$ cat src/rtl/cpu_pkg.sv
// Shared CPU constants: conditional-branch opcodes and the 2-bit predictor
// counter encoding used by the branch predictor table.
package cpu_pkg;

  localparam logic [5:0] OP_BLTZ = 6'h1;
  localparam logic [5:0] OP_BGEZ = 6'h1;
  localparam logic [5:0] OP_BEQ  = 6'h4;
  localparam logic [5:0] OP_BNE  = 6'h5;
  localparam logic [5:0] OP_BLEZ = 6'h6;
  localparam logic [5:0] OP_BGTZ = 6'h7;

  localparam logic [1:0] CTR_SNT   = 2'b00;
  localparam logic [1:0] CTR_WNT   = 2'b01;
  localparam logic [1:0] CTR_WT    = 2'b10;
  localparam logic [1:0] CTR_ST    = 2'b11;
  localparam logic [1:0] CTR_RESET = CTR_WNT;

  // Decoder helper: true for every opcode the branch comparator resolves.
  function automatic logic is_branch_op(input logic [5:0] op);
    return (op == OP_BLTZ) || (op == OP_BEQ) || (op == OP_BNE) ||
           (op == OP_BLEZ) || (op == OP_BGTZ);
  endfunction

endpackage

$ cat src/rtl/bp_table.sv
// Direct-mapped predictor storage: two combinational read ports (IF lookup,
// ID update source), one synchronous write port, synchronous clear on reset.
module bp_table
  import cpu_pkg::*;
#(
  parameter int IDX_BITS = 4,
  parameter int TAG_BITS = 30 - IDX_BITS
) (
  input  logic                clk,
  input  logic                reset,
  input  logic [IDX_BITS-1:0] if_idx,
  output logic                if_valid,
  output logic [TAG_BITS-1:0] if_tag,
  output logic [31:0]         if_target,
  output logic [1:0]          if_ctr,
  input  logic [IDX_BITS-1:0] id_idx,
  output logic                id_valid,
  output logic [TAG_BITS-1:0] id_tag,
  output logic [31:0]         id_target,
  output logic [1:0]          id_ctr,
  input  logic                wr_en,
  input  logic [IDX_BITS-1:0] wr_idx,
  input  logic                wr_valid,
  input  logic [TAG_BITS-1:0] wr_tag,
  input  logic [31:0]         wr_target,
  input  logic [1:0]          wr_ctr
);

  localparam int ENTRIES = 1 << IDX_BITS;

  logic                valid_q  [ENTRIES];
  logic [TAG_BITS-1:0] tag_q    [ENTRIES];
  logic [31:0]         target_q [ENTRIES];
  logic [1:0]          ctr_q    [ENTRIES];

  // Reads see pre-write contents, so a same-cycle lookup returns old data.
  assign if_valid  = valid_q[if_idx];
  assign if_tag    = tag_q[if_idx];
  assign if_target = target_q[if_idx];
  assign if_ctr    = ctr_q[if_idx];

  assign id_valid  = valid_q[id_idx];
  assign id_tag    = tag_q[id_idx];
  assign id_target = target_q[id_idx];
  assign id_ctr    = ctr_q[id_idx];

  always_ff @(posedge clk) begin
    if (reset) begin
      for (int i = 0; i < ENTRIES; i++) begin
        valid_q[i]  <= 1'b0;
        tag_q[i]    <= '0;
        target_q[i] <= '0;
        ctr_q[i]    <= CTR_RESET;
      end
    end else if (wr_en) begin
      valid_q[wr_idx]  <= wr_valid;
      tag_q[wr_idx]    <= wr_tag;
      target_q[wr_idx] <= wr_target;
      ctr_q[wr_idx]    <= wr_ctr;
    end
  end

endmodule

$ cat src/rtl/branch_predictor.sv
// Dynamic branch predictor with ID-stage misprediction recovery.
// Define BRANCH_PREDICT_EN to build the table; otherwise static predict-not-taken.
module branch_predictor
  import cpu_pkg::*;
#(
  parameter int IDX_BITS = 4
) (
  input  logic        clk,
  input  logic        reset,
  input  logic [31:0] if_pc,
  output logic        pred_taken,
  output logic [31:0] pred_target,
  input  logic        stall,
  input  logic [31:0] id_pc,
  input  logic        id_is_branch,
  input  logic        id_taken,
  input  logic [31:0] id_target,
  output logic        redirect,
  output logic [31:0] redirect_pc,
  output logic        flush_ifid
);

`ifdef BRANCH_PREDICT_EN

  localparam int TAG_BITS = 30 - IDX_BITS;

  logic [IDX_BITS-1:0] if_idx, id_idx;
  logic [TAG_BITS-1:0] if_tag, id_tag;

  logic                tbl_if_valid, tbl_id_valid;
  logic [TAG_BITS-1:0] tbl_if_tag, tbl_id_tag;
  logic [31:0]         tbl_if_target, tbl_id_target;
  logic [1:0]          tbl_if_ctr, tbl_id_ctr;

  logic                wr_en, wr_valid;
  logic [TAG_BITS-1:0] wr_tag;
  logic [31:0]         wr_target;
  logic [1:0]          wr_ctr;

  logic        id_pred_taken;
  logic [31:0] id_pred_target;
  logic        id_hit, mispredict, alias_hit;
  logic        unused_bits;

  function automatic logic [1:0] ctr_up(input logic [1:0] c);
    return (c == CTR_ST) ? CTR_ST : c + 2'd1;
  endfunction

  function automatic logic [1:0] ctr_down(input logic [1:0] c);
    return (c == CTR_SNT) ? CTR_SNT : c - 2'd1;
  endfunction

  assign if_idx = if_pc[IDX_BITS+1:2];
  assign if_tag = if_pc[31:IDX_BITS+2];
  assign id_idx = id_pc[IDX_BITS+1:2];
  assign id_tag = id_pc[31:IDX_BITS+2];
  assign unused_bits = ^if_pc[1:0];

  bp_table #(.IDX_BITS(IDX_BITS), .TAG_BITS(TAG_BITS)) u_table (
    .clk      (clk),
    .reset    (reset),
    .if_idx   (if_idx),
    .if_valid (tbl_if_valid),
    .if_tag   (tbl_if_tag),
    .if_target(tbl_if_target),
    .if_ctr   (tbl_if_ctr),
    .id_idx   (id_idx),
    .id_valid (tbl_id_valid),
    .id_tag   (tbl_id_tag),
    .id_target(tbl_id_target),
    .id_ctr   (tbl_id_ctr),
    .wr_en    (wr_en),
    .wr_idx   (id_idx),
    .wr_valid (wr_valid),
    .wr_tag   (wr_tag),
    .wr_target(wr_target),
    .wr_ctr   (wr_ctr)
  );

  assign pred_taken  = tbl_if_valid & (tbl_if_tag == if_tag) & tbl_if_ctr[1];
  assign pred_target = pred_taken ? tbl_if_target : 32'd0;

  // Prediction travels with the instruction; a flush squashes it even mid-stall.
  always_ff @(posedge clk) begin
    if (reset || flush_ifid) begin
      id_pred_taken  <= 1'b0;
      id_pred_target <= 32'd0;
    end else if (!stall) begin
      id_pred_taken  <= pred_taken;
      id_pred_target <= pred_target;
    end
  end

  assign id_hit    = tbl_id_valid & (tbl_id_tag == id_tag);
  assign alias_hit = id_pred_taken & ~id_is_branch;

  always_comb begin
    mispredict = alias_hit
               | (id_is_branch & (id_taken != id_pred_taken))
               | (id_is_branch & id_taken & id_pred_taken & (id_target != id_pred_target));
    redirect    = mispredict;
    flush_ifid  = mispredict;
    redirect_pc = 32'd0;
    if (mispredict)
      redirect_pc = (id_taken & id_is_branch) ? id_target : id_pc + 32'd4;
  end

  // Table update: resolved branches train, non-branches that predicted taken are evicted.
  always_comb begin
    wr_en     = 1'b0;
    wr_valid  = 1'b1;
    wr_tag    = id_tag;
    wr_target = tbl_id_target;
    wr_ctr    = tbl_id_ctr;
    if (!stall) begin
      if (id_is_branch) begin
        if (id_hit) begin
          wr_en = 1'b1;
          if (id_taken) begin
            wr_ctr    = ctr_up(tbl_id_ctr);
            wr_target = id_target;
          end else begin
            wr_ctr = ctr_down(tbl_id_ctr);
          end
        end else if (id_taken) begin
          wr_en     = 1'b1;
          wr_target = id_target;
          wr_ctr    = CTR_WT;
        end
      end else if (id_pred_taken) begin
        wr_en    = 1'b1;
        wr_valid = 1'b0;
        wr_tag   = tbl_id_tag;
      end
    end
  end

`else

  logic [IDX_BITS-1:0] unused_idx;
  logic                unused_sig;

  assign unused_idx = if_pc[IDX_BITS+1:2];
  assign unused_sig = ^{clk, reset, stall, if_pc, id_pc};

  assign pred_taken  = 1'b0;
  assign pred_target = 32'd0;

  always_comb begin
    redirect    = id_is_branch & id_taken;
    flush_ifid  = redirect;
    redirect_pc = redirect ? id_target : 32'd0;
  end

`endif

endmodule

$ cat config.mk
export PLATFORM = sky130hd
export DESIGN_NAME = branch_predictor
export DESIGN_NICKNAME = d
export VERILOG_FILES = /design/src/rtl/cpu_pkg.sv /design/src/rtl/bp_table.sv /design/src/rtl/branch_predictor.sv
export SDC_FILE = /design/constraint.sdc
export NUM_CORES = 1
export LEC_CHECK = 0
export BUFFER_PORTS_ARGS = -buffer_cell sky130_fd_sc_hd__buf_2
export CORE_AREA = 2 2 65 67
export DETAILED_ROUTE_END_ITERATION = 8
export DIE_AREA = 0 0 67 69
export GPL_ROUTABILITY_DRIVEN = 0
export PLACE_DENSITY_LB_ADDON = 0.1
export SLEW_MARGIN = 20
export SYNTH_ARGS = -nofsm -noshare
export SYNTH_HDL_FRONTEND = slang
export SYNTH_SLANG_ARGS = --single-unit
$ cat constraint.sdc
create_clock -name vclk -period 1
set_clock_uncertainty 0.05 [all_clocks]
set_input_delay 0.05 -clock vclk [all_inputs]
set_output_delay 0.05 -clock vclk [all_outputs]
set_load 0.02 [all_outputs]
==> summary.md <==
| Metric | Value |
|---|---|
| Clock period minus worst slack | `0.823 ns` |
| Die height | `around 69 microns` |
| Peak supply drop | `0.0889 mV` |
| Post-Syn Area | `524 sq um` |
| Global-route wire length before repair | `2.29 mm` |
| Maxcap violations | `0` |
| Syn avg cell area | `7.08 sq um` |
| Detailed-route via count | `roughly 630` |
| Vias in the first global route | `483` |
| Critical Path End Type | `output port` |
| GR Util met3 | `0.653%` |
| DR pass1 iterations | `2` |
| Top cell type's share of synthesized area | `48.7%` |
| GR Util All Layers | `5.92%` |
| Count of cell types in the netlist | `7` |
| Storage element area | `0 sq um` |
| CP Class | `input port to output port` |
| Post-DRT Antenna Nets | `0` |
| Final worst slack | `0.177 ns` |
| Worst Path Arrival | `0.72 ns` |
| Clock buf count | `0` |
| Grt ovf | `0` |
| Synthesis-to-finish area growth | `49.6%` |
| Seq_cells | `0` |
| Yosys warnings | `0` |
| Met1 Usage GRT | `6.40%` |
| Static leakage | `approximately 0.6 nW` |
| Initial antenna violation count | `0` |
| Nets | `238` |
| Synth top cells by count | `buf_4, and3_2, and3_1, buf_2, clkbuf_2` |
| Cells taking the most area after synthesis | `buf_4, and3_2, and3_1` |
| DRC | `0` |
| Layout cells sized above 1 | `68.1%` |
| Met2 usage | `12.3%` |
| GRT busiest layer | `met2` |
| Endpoints failing setup | `0` |
| Largest net degree at the start of global routing | `34` |
| Port bufs | `68` |
| Starting Density | `13.4%` |
| Hold Buf Count CTS | `0` |
| Fin. Hold Viols | `0` |
| Setup tns final | `0 ns` |
| Worst path required time | `0.90 ns` |
| Die Footprint | `~4600 sq um` |
| Cells after Synth | `74` |
| Drt total wl | `1.64 mm` |
| Core Rows | `23` |
| Worst hold path class | `input port to output port` |
| I/O Pins | `between 150 and 200` |
| Post-CTS Repair Setup Buffers | `0` |
| Fmax | `1210 MHz` |
| Pwr dens | `479 nW/um^2` |
| CP max FO | `33` |
| Period utilization | `slightly above 80%` |
| Wirelength per Cell | `8.84 microns` |
| Top-count cell post-synth | `buf_4` |
| Core area | `3910 sq um` |
| Inserted Diodes | `0` |
| DP HPWL | `~1.3 mm` |
| Max Slew Vio Count | `0` |
| Die X | `67 microns` |
| Post-synthesis sequential area ratio | `0%` |
| Cell taking the most area after synthesis | `buf_4` |
| Outcome | `finished, final reports clean` |
| Dpl ws | `between 0.04 and 0.05 ns` |
| Startpoint types | `input port` |
| Fill cell count | `457` |
| Via density per instance | `about 3.4` |
| Iteration-0 DRC Markers | `2` |
| RSZ-0062 raised after global routing | `no` |
| Post-cts resize count | `0` |
| Multi-input gate area in the final layout | `359 sq um` |
## per-stage QoR
| step | utilization, % | cell area (sq um) | hold WS, ns | total power [mW] | std cells |
|---|---|---|---|---|---|
| after floorplan | - | 644 | 0.248 | 0.353 | 106 |
| after global placement | 20.0 | 782 | 0.416 | 0.376 | 185 |
| after detailed placement | 20.0 | 782 | 0.414 | 0.376 | 185 |
| after CTS | 20.0 | 782 | 0.414 | 0.377 | 185 |
| after global routing | 20.0 | 785 | 0.435 | 0.408 | 185 |
| final | 20.0 | 785 | 0.412 | 0.376 | 185 |
## path summary, 6_finish.rpt
path / startpoint / end / slack, ns / cells past startpoint
max: id_is_branch / redirect_pc[6] / 0.18 / 3
min: id_target[22] / redirect_pc[22] / 0.41 / 3
## layout make-up
| class | instances | share of cell area (%) |
|---|---|---|
| timing repair buffer | 69 | 46.3 |
| multi-input combinational | 66 | 45.8 |
| tap | 50 | 7.97 |
## cell families (layout without fill, tap and decap cells)
| kind of cell | count (synthesis) | after routing | share of synthesized area [%] |
|---|---|---|---|
| buffers and inverters | 40 | 69 | 54.4 |
| other | 1 | 33 | 0.715 |
| AND/OR/NAND/NOR | 33 | 33 | 44.9 |
## report_power, final
part / total (mW) / leakage, nW / switching (mW) / internal, mW
clock: 0 / 0 / 0 / 0
sequential: 0 / 0 / 0 / 0
combinational: 0.376 / 0.598 / 0.252 / 0.124
## routing by layer
metal | wire length (microns) | up-vias
met5 | 0 | -
li1 | - | 303
met1 | 579 | 251
met2 | 775 | 71
met4 | 0 | 0
met3 | 281 | 0
## cells in the final DEF (no fill, tap or decap)
| cell | instances |
|---|---|
| buf_12 | 1 |
| conb_1 | 33 |
| and2_1 | 1 |
| clkbuf_4 | 1 |
| buf_2 | 67 |
| and3_1 | 9 |
| and3_2 | 23 |
## worst max-delay path: stages
cell and delay (ns):
clkbuf_4 0.28, and3_2 0.23, buf_2 0.16
Note: power is estimated with default switching activity, not from simulation.
